===== src/rtl/mac_pkg.sv =====
// Shared constants and the operand tuple type for the MAC issue controller.
// Purely declarative; no latency or flow control of its own.
package mac_pkg;
    localparam int LAT_DEF   = 6;
    localparam int OP_W_DEF  = 32;
    localparam int RES_W_DEF = 64;
    localparam int TAG_W     = 4;

    typedef struct packed {
        logic [OP_W_DEF-1:0] a;
        logic [OP_W_DEF-1:0] b;
        logic [OP_W_DEF-1:0] c;
        logic [OP_W_DEF-1:0] d;
        logic [OP_W_DEF-1:0] e;
    } tuple_t;
endpackage


===== src/rtl/sync_fifo.sv =====
// Synchronous FIFO, non-fall-through: a push is visible at the head one cycle later.
// No internal backpressure; the caller never pushes when full nor pops when empty.
module sync_fifo #(
    parameter int W     = 68,
    parameter int DEPTH = 4
) (
    input  logic                         clk,
    input  logic                         rst_n,
    input  logic                         push,
    input  logic [W-1:0]                 push_dat,
    input  logic                         pop,
    output logic [W-1:0]                 pop_dat,
    output logic                         not_empty,
    output logic [$clog2(DEPTH+1)-1:0]   count
);
    localparam int AW = (DEPTH > 1) ? $clog2(DEPTH) : 1;

    logic [W-1:0]  mem [DEPTH];
    logic [AW-1:0] wr_ptr;
    logic [AW-1:0] rd_ptr;

    function automatic logic [AW-1:0] ptr_inc(input logic [AW-1:0] p);
        return (p == AW'(DEPTH - 1)) ? '0 : p + AW'(1);
    endfunction

    always_ff @(posedge clk) begin
        if (!rst_n) begin
            wr_ptr <= '0;
            rd_ptr <= '0;
            count  <= '0;
        end else begin
            if (push) begin
                mem[wr_ptr] <= push_dat;
                wr_ptr      <= ptr_inc(wr_ptr);
            end
            if (pop) begin
                rd_ptr <= ptr_inc(rd_ptr);
            end
            if (push && !pop) begin
                count <= count + 1'b1;
            end else if (pop && !push) begin
                count <= count - 1'b1;
            end
        end
    end

    assign not_empty = (count != '0);
    // Storage is not reset, so the head reads as zero whenever nothing is buffered.
    assign pop_dat   = not_empty ? mem[rd_ptr] : '0;
endmodule


===== src/rtl/mac_issue_ctrl.sv =====
// Credit-based issue of operand tuples into a fixed-latency MAC pipeline, results buffered with tags.
// Issue-to-out_valid is LAT+2 cycles; in_ready drops when every FIFO slot is reserved.
module mac_issue_ctrl
    import mac_pkg::*;
#(
    parameter int LAT       = LAT_DEF,
    parameter int RES_DEPTH = 4,
    parameter int OP_W      = OP_W_DEF,
    parameter int RES_W     = RES_W_DEF
) (
    input  logic             clk,
    input  logic             rst_n,
    input  logic             in_valid,
    output logic             in_ready,
    input  logic [OP_W-1:0]  in_a,
    input  logic [OP_W-1:0]  in_b,
    input  logic [OP_W-1:0]  in_c,
    input  logic [OP_W-1:0]  in_d,
    input  logic [OP_W-1:0]  in_e,
    output logic [OP_W-1:0]  op_a,
    output logic [OP_W-1:0]  op_b,
    output logic [OP_W-1:0]  op_c,
    output logic [OP_W-1:0]  op_d,
    output logic [OP_W-1:0]  op_e,
    output logic             op_fire,
    input  logic [RES_W-1:0] pipe_y,
    output logic             out_valid,
    input  logic             out_ready,
    output logic [RES_W-1:0] out_data,
    output logic [3:0]       out_tag,
    output logic             busy
);
    localparam int CW = $clog2(RES_DEPTH + 1);

    logic                   rdy_en;
    logic [CW-1:0]          credits;
    logic                   issue;
    logic                   pop;
    tuple_t                 op_q;
    logic [TAG_W-1:0]       tag_cnt;
    logic [TAG_W-1:0]       op_tag;
    logic [LAT-1:0]         vsr;
    logic [TAG_W-1:0]       tag_sr [LAT];
    logic [CW-1:0]          fifo_count;
    logic [RES_W+TAG_W-1:0] head;

    // Credits reserve a FIFO slot at issue time, so a capture can never find the FIFO full.
    assign in_ready = rdy_en && (credits != '0);
    assign issue    = in_valid && in_ready;
    assign pop      = out_valid && out_ready;

    always_ff @(posedge clk) begin
        if (!rst_n) begin
            rdy_en  <= 1'b0;
            credits <= CW'(RES_DEPTH);
            op_q    <= '0;
            op_fire <= 1'b0;
            op_tag  <= '0;
            tag_cnt <= '0;
            vsr     <= '0;
            for (int k = 0; k < LAT; k++) begin
                tag_sr[k] <= '0;
            end
        end else begin
            rdy_en  <= 1'b1;
            credits <= credits - CW'(issue) + CW'(pop);
            op_fire <= issue;
            if (issue) begin
                op_q    <= '{a: in_a, b: in_b, c: in_c, d: in_d, e: in_e};
                op_tag  <= tag_cnt;
                tag_cnt <= tag_cnt + TAG_W'(1);
            end
            // Tags ride alongside the valid bits so each capture carries its issue number.
            vsr[0]    <= op_fire;
            tag_sr[0] <= op_tag;
            for (int k = 1; k < LAT; k++) begin
                vsr[k]    <= vsr[k-1];
                tag_sr[k] <= tag_sr[k-1];
            end
        end
    end

    assign op_a = op_q.a;
    assign op_b = op_q.b;
    assign op_c = op_q.c;
    assign op_d = op_q.d;
    assign op_e = op_q.e;

    sync_fifo #(
        .W     (RES_W + TAG_W),
        .DEPTH (RES_DEPTH)
    ) u_res_fifo (
        .clk       (clk),
        .rst_n     (rst_n),
        .push      (vsr[LAT-1]),
        .push_dat  ({tag_sr[LAT-1], pipe_y}),
        .pop       (pop),
        .pop_dat   (head),
        .not_empty (out_valid),
        .count     (fifo_count)
    );

    assign out_data = head[RES_W-1:0];
    assign out_tag  = head[RES_W +: TAG_W];
    assign busy     = op_fire || (vsr != '0) || (fifo_count != '0);
endmodule


===== config.mk =====
export PLATFORM = sky130hd
export DESIGN_NAME = mac_issue_ctrl
export DESIGN_NICKNAME = d
export VERILOG_FILES = /design/src/rtl/mac_pkg.sv /design/src/rtl/sync_fifo.sv /design/src/rtl/mac_issue_ctrl.sv
export SDC_FILE = /design/constraint.sdc
export NUM_CORES = 1
export LEC_CHECK = 0
export CORE_ASPECT_RATIO = 0.75
export CORE_MARGIN = 1
export CORE_UTILIZATION = 44
export CTS_CLUSTER_DIAMETER = 120
export DETAILED_ROUTE_END_ITERATION = 8
export PLACE_DENSITY = 0.79
export SYNTH_ARGS = -nofsm -noshare
export SYNTH_HDL_FRONTEND = slang
export SYNTH_SLANG_ARGS = --single-unit
export TNS_END_PERCENT = 50

===== constraint.sdc =====
create_clock -name clk -period 2.5 [get_ports clk]
set_input_delay 0.375 -clock clk [delete_from_list [all_inputs] [get_ports clk]]
set_output_delay 0.375 -clock clk [all_outputs]
set_load 0.02 [all_outputs]

==> flow_metrics.env <==
export IMPL_clock_latency_ns=0.55
export IMPL_crit_required_ns=2.12
export IMPL_die_area_um2=40500
export IMPL_row_count=62
export IMPL_critPathTopFamily="multiplexers"
export IMPL_ios=460
export IMPL_rsz0062_at_grt="true"
export IMPL_critPathArrivalTime_ns=2.08
export IMPL_grt_max_degree=171
export IMPL_path_buf_inv=3
export IMPL_grt_pass1_vias=11700
export IMPL_cp_start_kind="flip-flop"
export IMPL_max_cap_violations=0
export IMPL_power_mw=22.6
export IMPL_track_usage_pct=22.5
export IMPL_gr_total_overflow=0
export IMPL_syn_area_per_cell_um2=13.5
export IMPL_synth_edf_count=272
export IMPL_slew_headroom_pct=47.0
export IMPL_cts_buffers=47
export IMPL_netlist_top_cells_count="332 x nand2_1, 272 x edfxtp_1, 212 x dfxtp_1, 169 x a21oi_1, 100 x and2_1"
export IMPL_ys_warnings_count=0
export IMPL_hp_class="primary input to flip-flop"
export IMPL_slew_viol_final=0
export IMPL_wl_mm=46.4
export IMPL_ys_types=30
export IMPL_via_per_inst=5.09
export IMPL_clock_path_buffers=3
export IMPL_drcViolationCount=0
export IMPL_core_area_um2=38700
export IMPL_clock_skew_ns=0.0215
export IMPL_yosysTopAreaCell="edfxtp_1"
export IMPL_yosysTopAreaCellShare_pct=46.8
export IMPL_max_stage_delay_ns=0.50
export IMPL_ant_nets=0
export IMPL_worst_pin_slew_ns=0.795
export IMPL_synth_most_common_cell="nand2_1"
export IMPL_clkTransAtPathRegs_ns=0.06
export IMPL_cts_root_buffer="clkbuf_16"
export IMPL_nets=2006
export IMPL_ys_seq_area_share_pct=71.1
export IMPL_p_per_area_nw_per_um2=927
export IMPL_drtPass1Iterations=6
export IMPL_async_flop_share_pct=0
export IMPL_final_util_pct=63.1
export IMPL_num_vias=11800
export IMPL_die_h_um=175
export IMPL_htreeDepth=2
export IMPL_port_buffers=459
export IMPL_final_hold_violation_count=0
export IMPL_syn_area_um2=17500
export IMPL_hold_slack_ns=0.365
export IMPL_synthTopCellsByArea="edfxtp_1 47%, dfxtp_1 24%, mux4_2 8.8%"
export IMPL_ys_seq_elements=484
export IMPL_synth_net_count=1531
export IMPL_peakVddDrop_mv=0.659
export IMPL_post_route_period_util_pct=98.2
export IMPL_initial_core_util_pct=45.1
export IMPL_place_gp_congestion=0.817
export IMPL_p_leak_nw=8.48
export IMPL_synth_cells=1292
export IMPL_status="completed"
export IMPL_path_cells="buf_6 -> buf_12 -> mux4_2 -> and2_1 -> buf_2"
export IMPL_post_route_min_period_ns=2.45
export IMPL_crit_path_top_delay_cell="mux4_2"
export IMPL_grt_pass1_wl_mm=68.3
export IMPL_critical_path_class="flip-flop to output port"
export IMPL_dp_hpwl_mm=30.5
export IMPL_antenna_found_initial=16
export IMPL_routedWlPerCell_um=20.0
export IMPL_fillers=2852
export IMPL_drive_gt1_share_pct=15.1
export IMPL_r2r_slack_ns=0.22
export IMPL_cts_tree="yes"
export IMPL_setup_viol=0
export IMPL_max_freq_ghz=0.407
export IMPL_cts_sinks=484
export IMPL_fp_dieW_um=232
export IMPL_area_delta_synth_final_pct=39.8
export IMPL_end_kind="output port"
export IMPL_cp_max_fo=8
export IMPL_drt_initial_drc_count=768
export IMPL_synth_main_ff_cell="edfxtp_1"
[logic make-up (layout without fill, tap and decap cells)]
family / count (synthesis) / in the layout / synth area share, %
mux: 72 / 72 / 9.00
compound gates: 175 / 175 / 5.17
other cells: 0 / 8 / 0
simple gates: 453 / 453 / 11.3
flops: 484 / 484 / 71.1
fa+ha+maj: 11 / 11 / 0.874
buf+inv: 92 / 604 / 2.28
xor+xnor: 5 / 5 / 0.251
[state kept, by name (all words and copies together), names as in the netlist, named ones only]
signal             cells
credits                3
tag_cnt                4
op_d                  32
u_res_fifo.mem       272
u_res_fifo.rd_ptr      2
u_res_fifo.count       3
op_e                  32
op_a                  32
op_b                  32
vsr                    6
u_res_fifo.wr_ptr      2
op_c                  32
op_fire                1
tag_sr                24
op_tag                 4
rdy_en                 1
[worst register-to-register path, cell delays in order (launching register included)]
cell and delay [ns]:
dfxtp_1 0.37, o31ai_1 0.48, ha_1 0.27, inv_1 0.08, fa_1 0.39, xor2_1 0.18
or3_1 0.31, a21oi_1 0.14
[worst paths after layout]
kind,start,to,cells past startpoint
setup reg to reg,u_res_fifo.count[0],u_res_fifo.count[2],7
hold reg to reg,tag_sr[0][2],tag_sr[1][2],1
hold / removal,in_c[6],op_c[6],3
setup / recovery,flip-flop,out_data[46],5
[layout by cell type (no fill, tap or decap), drive strengths merged]
cell type        n
a21oi          169
and2           100
and3             4
buf            114
bufbuf           1
bufinv           1
clkbuf          69
clkdlybuf4s15    2
clkdlybuf4s50  389
clkinv          14
clkinvlp         1
dfxtp          212
diode            8
dlygate4sd2      1
edfxtp         272
fa               2
ha               9
inv             12
mux2i            4
mux4            68
nand2          332
nand3            1
nand3b           1
nor2             8
nor3             1
nor4             1
o21ai            3
o311ai           1
o31a             1
o31ai            1
or3              5
xnor2            3
xor2             2
[layer usage]
layer / track usage (%) / up-vias / part of all wire (%)
li1: - / 5512 / -
met1: 27.3 / 5695 / 39
met2: 35.8 / 474 / 48
met3: 7.28 / 126 / 8.6
met4: 11.5 / 16 / 4.7
met5: 0 / - / 0.24
[metrics by stage]
step / area (um^2) / TNS (ns) / cells / worst slack (ns)
CTS: 24300 / -0.740 / 2315 / -0.0640
global route: 24400 / -0.400 / 2319 / -0.0310
floorplan: 17500 / -26.69 / 1292 / -0.200
detailed placement: 22900 / 0 / 2212 / 0.0820
global placement: 22900 / 0 / 2212 / 0.0975
finish: 24400 / 0 / 2324 / 0.0453
[power breakdown]
group	total [mW]	switching [mW]	leakage (nW)	internal [mW]
Clock	6.72	2.88	0.715	3.84
Combinational	6.99	3.65	3.59	3.34
Sequential	8.91	0.218	4.17	8.69
Total	22.6	6.76	8.48	15.9
[final cells by class]
cell class	count	area (um^2)	share of cell area (%)
sequential	484	12400	50.9
timing repair buffer	509	5110	21.0
multi-input combinational	716	4710	19.3
clock buffer	67	1340	5.50
tap	512	641	2.62
clock inverter	19	119	0.487
inverter	9	41.3	0.169
antenna	8	20.0	0.0820
[timing repair]
action                     CTS  global route
setup endpoints to repair   70            46
buffers inserted            13             0
cloned                       4             2
pin swaps                    0             1
gates resized for setup    279            37
hold buffers                 0             0
Power figures use the tool's default switching activity.
